## src/rtl/display_frame_streamer.sv

```systemverilog
// display_frame_streamer
//   Streams a 16-bit-per-pixel framebuffer out of word-wide memory as an
//   AXI4-Stream, one pixel per beat. Memory words are 32 bit and carry two
//   pixels each: [15:0] is the earlier pixel, [31:16] the later one.
//   A one-cycle 'start' in IDLE latches base_addr and begins a frame.
//
//   Read requests are credit limited. A request is only raised while
//   (outstanding reads + words held in the FIFO) < FIFO_DEPTH. Read data cannot
//   be stalled, so this keeps every response inside the FIFO.
//
//   Handshake semantics (both the read-request and the pixel channel):
//   a transfer happens on a rising edge where valid && ready. Once valid is
//   raised, valid and its payload stay unchanged until that transfer. Valid
//   never depends combinationally on ready.
//
// Ports
//   aclk, resetn      clock, asynchronous active-low reset
//   start, base_addr  frame start pulse and 4-byte aligned framebuffer address
//   busy, frame_done  frame in progress / one-cycle pulse after the last pixel
//   m_mem_ar*         read-request channel (word byte address)
//   m_mem_r*          read-data channel, in order, no backpressure
//   m_axis_t*         pixel stream, tlast on the last pixel of the frame
//   dbg_state         current FSM state (IDLE=0, FETCH=1, DRAIN=2)
module display_frame_streamer #(
  parameter int FRAME_WIDTH  = 480,
  parameter int FRAME_HEIGHT = 320,
  parameter int ADDR_WIDTH   = 32,
  parameter int FIFO_DEPTH   = 8
) (
  input  logic                  aclk,
  input  logic                  resetn,
  input  logic                  start,
  input  logic [ADDR_WIDTH-1:0] base_addr,
  output logic                  busy,
  output logic                  frame_done,
  output logic                  m_mem_arvalid,
  input  logic                  m_mem_arready,
  output logic [ADDR_WIDTH-1:0] m_mem_araddr,
  input  logic                  m_mem_rvalid,
  input  logic [31:0]           m_mem_rdata,
  output logic                  m_axis_tvalid,
  input  logic                  m_axis_tready,
  output logic                  m_axis_tlast,
  output logic [15:0]           m_axis_tdata,
  output logic [1:0]            dbg_state
);

  localparam int PIXELS = FRAME_WIDTH * FRAME_HEIGHT;
  localparam int WORDS  = PIXELS / 2;
  localparam int PTR_W  = $clog2(FIFO_DEPTH);
  localparam int CNT_W  = PTR_W + 1;
  localparam int REQ_W  = $clog2(WORDS + 1);
  localparam int PIX_W  = $clog2(PIXELS);

  localparam logic [REQ_W-1:0] WORDS_C  = REQ_W'(WORDS);
  localparam logic [PIX_W-1:0] PIX_LAST = PIX_W'(PIXELS - 1);
  localparam logic [CNT_W:0]   DEPTH_S  = (CNT_W + 1)'(FIFO_DEPTH);

  localparam logic [1:0] S_IDLE  = 2'd0;
  localparam logic [1:0] S_FETCH = 2'd1;
  localparam logic [1:0] S_DRAIN = 2'd2;

  logic [1:0]            r_state;
  logic                  r_busy;
  logic                  r_frame_done;
  logic                  r_arvalid;
  logic [ADDR_WIDTH-1:0] r_araddr;
  logic [REQ_W-1:0]      r_req_cnt;
  logic [CNT_W-1:0]      r_outstanding;
  logic [CNT_W-1:0]      r_count;
  logic [PTR_W-1:0]      r_wr_ptr;
  logic [PTR_W-1:0]      r_rd_ptr;
  logic [31:0]           r_fifo [FIFO_DEPTH];
  logic                  r_half;
  logic [PIX_W-1:0]      r_pix_cnt;

  logic                  w_ar_fire;
  logic                  w_rsp;
  logic                  w_tvalid;
  logic                  w_px_fire;
  logic                  w_pop;
  logic                  w_last;
  logic                  w_last_fire;
  logic [CNT_W-1:0]      w_outstanding_nxt;
  logic [CNT_W-1:0]      w_count_nxt;
  logic [REQ_W-1:0]      w_req_nxt;
  logic [CNT_W:0]        w_credit_used;
  logic                  w_more_req;
  logic [31:0]           w_head;

  assign w_ar_fire   = r_arvalid && m_mem_arready;
  // Data arriving with nothing outstanding is stray and never enters the FIFO.
  assign w_rsp       = m_mem_rvalid && (r_outstanding != '0);
  assign w_tvalid    = (r_count != '0);
  assign w_px_fire   = w_tvalid && m_axis_tready;
  // A word leaves the FIFO only after its high half has been taken.
  assign w_pop       = w_px_fire && r_half;
  assign w_last      = w_tvalid && (r_pix_cnt == PIX_LAST);
  assign w_last_fire = w_px_fire && w_last;
  assign w_head      = r_fifo[r_rd_ptr];

  always_comb begin
    w_outstanding_nxt = r_outstanding;
    if (w_ar_fire && !w_rsp) begin
      w_outstanding_nxt = r_outstanding + CNT_W'(1);
    end else if (!w_ar_fire && w_rsp) begin
      w_outstanding_nxt = r_outstanding - CNT_W'(1);
    end

    w_count_nxt = r_count;
    if (w_rsp && !w_pop) begin
      w_count_nxt = r_count + CNT_W'(1);
    end else if (!w_rsp && w_pop) begin
      w_count_nxt = r_count - CNT_W'(1);
    end

    w_req_nxt = r_req_cnt;
    if (w_ar_fire) begin
      w_req_nxt = r_req_cnt + REQ_W'(1);
    end

    // Credit test on next-cycle occupancy: a request raised now is already
    // covered, because occupancy cannot grow again until it is accepted.
    w_credit_used = {1'b0, w_outstanding_nxt} + {1'b0, w_count_nxt};
    w_more_req    = (w_credit_used < DEPTH_S) && (w_req_nxt < WORDS_C);
  end

  // FIFO storage needs no reset: the count gates everything read from it.
  always_ff @(posedge aclk) begin
    if (w_rsp) begin
      r_fifo[r_wr_ptr] <= m_mem_rdata;
    end
  end

  always_ff @(posedge aclk or negedge resetn) begin
    if (!resetn) begin
      r_state       <= S_IDLE;
      r_busy        <= 1'b0;
      r_frame_done  <= 1'b0;
      r_arvalid     <= 1'b0;
      r_araddr      <= '0;
      r_req_cnt     <= '0;
      r_outstanding <= '0;
      r_count       <= '0;
      r_wr_ptr      <= '0;
      r_rd_ptr      <= '0;
      r_half        <= 1'b0;
      r_pix_cnt     <= '0;
    end else begin
      r_frame_done  <= 1'b0;
      r_outstanding <= w_outstanding_nxt;
      r_count       <= w_count_nxt;
      if (w_rsp) begin
        r_wr_ptr <= r_wr_ptr + PTR_W'(1);
      end
      if (w_pop) begin
        r_rd_ptr <= r_rd_ptr + PTR_W'(1);
      end
      if (w_px_fire) begin
        r_half    <= ~r_half;
        r_pix_cnt <= r_pix_cnt + PIX_W'(1);
      end

      case (r_state)
        S_IDLE: begin
          if (start) begin
            r_state   <= S_FETCH;
            r_busy    <= 1'b1;
            r_araddr  <= base_addr;
            r_req_cnt <= '0;
            r_pix_cnt <= '0;
            r_half    <= 1'b0;
            // The FIFO is empty between frames, so the first request can go
            // out immediately.
            r_arvalid <= 1'b1;
          end
        end
        S_FETCH: begin
          if (w_ar_fire) begin
            r_araddr <= r_araddr + ADDR_WIDTH'(4);
          end
          r_req_cnt <= w_req_nxt;
          r_arvalid <= (r_arvalid && !m_mem_arready) || w_more_req;
          if (w_req_nxt == WORDS_C) begin
            r_state <= S_DRAIN;
          end
        end
        S_DRAIN: begin
          if (w_last_fire) begin
            r_state      <= S_IDLE;
            r_busy       <= 1'b0;
            r_frame_done <= 1'b1;
            r_pix_cnt    <= '0;
            r_half       <= 1'b0;
          end
        end
        default: begin
          r_state <= S_IDLE;
        end
      endcase
    end
  end

  assign busy          = r_busy;
  assign frame_done    = r_frame_done;
  assign m_mem_arvalid = r_arvalid;
  assign m_mem_araddr  = r_araddr;
  assign m_axis_tvalid = w_tvalid;
  assign m_axis_tlast  = w_last;
  assign m_axis_tdata  = !w_tvalid ? 16'h0000 :
                         (r_half ? w_head[31:16] : w_head[15:0]);
  assign dbg_state     = r_state;

endmodule
```

## config.mk

```make
export PLATFORM = sky130hd
export DESIGN_NAME = display_frame_streamer
export DESIGN_NICKNAME = d
export VERILOG_FILES = /design/src/rtl/display_frame_streamer.sv
export SDC_FILE = /design/constraint.sdc
export NUM_CORES = 1
export LEC_CHECK = 0
export BUFFER_PORTS_ARGS = -buffer_cell sky130_fd_sc_hd__buf_2
export CAP_MARGIN = 20
export CORE_ASPECT_RATIO = 1.25
export CORE_MARGIN = 1
export CORE_UTILIZATION = 38
export DETAILED_ROUTE_END_ITERATION = 16
export GPL_ROUTABILITY_DRIVEN = 0
export SLEW_MARGIN = 20
export SYNTH_ARGS = -nofsm -noshare
export SYNTH_HDL_FRONTEND = slang
export SYNTH_SLANG_ARGS = --single-unit
```

## constraint.sdc

```tcl
create_clock -name aclk -period 12.95 [get_ports aclk]
set_clock_uncertainty 0.2 [all_clocks]
set_input_delay 2.59 -clock aclk [delete_from_list [all_inputs] [get_ports aclk]]
set_output_delay 2.59 -clock aclk [all_outputs]
set_load 0.02 [all_outputs]
```

==> reports/metrics.yaml <==
status: "finished clean"
synth-edff-count: 256
die_y_um: 223
syn_area_mm2: 0.0149
die-area_mm2: 0.0399
core_mm2: 0.0383
setup-violations-final: 0
worst_pin_slew_ps: 945
cp_max_fo: 39
ir_drop_mv: 0.163
die_x_um: 179
required_ps: 10160
clk_latency_ps: 520
io_pins: 125
path_class: "reg2out"
num_antenna_cells: 0
rsz0062_at_grt: "no"
synthArstFlopShare_pct: 25.4
syn_inst: 974
synth_ff_type: "edfxtp_1"
grt_start_max_net_pins: 70
num-nets-final: 1184
arrival_ps: 3470
multi_input_area_mm2: 0.00476
hold_path.class: "reg2reg"
grt_first_pass_wirelength_um: 50000
grt_usage_pct: 16.4
grt_pass1_vias: 8863
cts_inserted_buffers: 38
fmax_ghz: 0.160
portBuffers: 124
cap_violations: 0
cts_tree: "yes"
drive_above_1_share_pct: 27.2
cts_max_level: 2
wl_um: 31900
hpwl_um: 18500
nFillCells: 3383
fp-row-count: 80
powerDensity_mw_per_mm2: 221
ys_seq_area_share_pct: 66.4
final_common_cell: "edfxtp_1"
clk_pin_slew_ps: 60
post-route-min-period_ps: 6260
area_delta_synth_final_pct: 16.8
min_period_over_period_pct: 48.4
drtPass1Iterations: 4
syn-num-nets: 1057
timing.final.ws_setup_ps: 6690
cellLeakagePower_nw: 6.23
start_util_pct: 38.8
drtIter0Drc: 510
post-route-drc-count: 0
cts_setup_buffers: 0
slew_violations: 0
setup_tns_ps: 0
seqCellArea_mm2: 0.00987
antenna_found_initial: 2
ys_types: 64
overflow: 0
post_cts_resize_count: 0
clock_sinks: 343
end_kind: "primary output"
final_cell_mix: "edfxtp_1, buf_2, dfrtp_1, mux4_2, nand2_1"
route.vias.total: 8789
viasPerCell: 5.42
final_hold_viol_count: 0
dp_slack_ps: 7100
holdBufCountCts: 0
clockRootBuffer: "clkbuf_16"
max_slew_margin_pct: 36.9
ys_seq_elements: 343
wl_per_cell_um: 19.6
ant_nets: 0
avgSynthCellArea_um2: 15.3
start_kind: "register"
clockBufferDepth: 3
synth_warnings: 0
==> worst max-delay path, stage by stage (launching register included) <==
cell	delay, ps
dfrtp_4	930
buf_4	600
mux4_2	580
mux4_2	480
and2_1	190
buf_2	160
==> stage by stage <==
stage               total power [mW]  instance area (um^2)  hold slack [ps]  std cells  utilization [%]
finish                          3.84                 17400              298       1623             45.3
global route                    4.04                 17400              333       1623             45.3
CTS                             3.90                 17400              305       1623             45.3
detailed placement              2.76                 16100              294       1553             41.9
global placement                2.74                 16100              284       1553             41.9
floorplan                       2.39                 14900              273        974                -
==> report_power, final <==
part | switching, mW | internal [mW] | leakage, nW
registers | 0.180 | 1.39 | 3.40
logic | 0.609 | 0.526 | 2.19
clock network | 0.433 | 0.699 | 0.642
==> metal layers <==
layer | wire length [um] | part of all wire [%] | track usage [%] | vias up
met4 | 813 | 2.6 | 5.36 | 4
met3 | 1290 | 4.0 | 3.05 | 63
li1 | - | - | - | 4064
met2 | 16100 | 51 | 27.8 | 165
met1 | 13600 | 43 | 20.8 | 4493
met5 | 27 | 0.085 | 0 | -
==> synth_stat cells, types with 12 or more instances <==
master	count	share of area (%)
a21oi_1	46	1.5
and2_1	20	0.84
and3_1	17	0.72
buf_2	13	0.44
clkbuf_1	30	0.76
dfrtp_1	87	15
edfxtp_1	256	52
ha_1	13	1.1
inv_1	12	0.30
mux4_2	80	12
nand2_1	73	1.8
nand3_1	34	1.1
nand4_1	14	0.59
nor2_1	57	1.4
nor3_1	16	0.54
o21ai_0	41	1.4
o22ai_1	14	0.59
xnor2_1	19	1.1
xor2_1	17	1.0
==> area by class of cell <==
cell class / instances / share of cell area, %
repair buffers: 142 / 4.37
clock inverters: 19 / 1.71
flip-flops and latches: 343 / 56.8
multi-input cells: 564 / 27.4
clock buffers: 51 / 5.87
well taps: 492 / 3.54
inverters: 12 / 0.259
==> logic make-up after synthesis <==
group	share of synthesized area [%]
multiplexers	12.5
XOR/XNOR	2.12
adder cells (fa/ha/maj)	1.09
buffers and inverters	1.95
AND/OR/NAND/NOR	9.61
flip-flops	66.4
AO/OA/AOI/OAI	6.31
==> state kept, by name, summed over array words and instances (netlist names) <==
| signal | cells |
|---|---|
| busy | 1 |
| dbg_state | 2 |
| frame_done | 1 |
| m_mem_araddr | 32 |
| m_mem_arvalid | 1 |
| r_count | 4 |
| r_fifo | 256 |
| r_half | 1 |
| r_outstanding | 4 |
| r_pix_cnt | 18 |
| r_rd_ptr | 3 |
| r_req_cnt | 17 |
| r_wr_ptr | 3 |
==> final timing paths <==
path | startpoint | endpoint | slack [ps] | cells past startpoint
min reg2reg | r_outstanding[3] | r_outstanding[3] | 300 | 1
max | r_rd_ptr[0] | m_axis_tdata[8] | 6690 | 5
min in group asynchronous | resetn | r_pix_cnt[12] | 1750 | 1
max in group asynchronous | resetn | r_rd_ptr[0] | 9510 | 2
min | r_outstanding[3] | r_outstanding[3] | 300 | 1
max reg2reg | r_count[1] | m_mem_arvalid | 8920 | 14
Power figures use the tool's default switching activity.
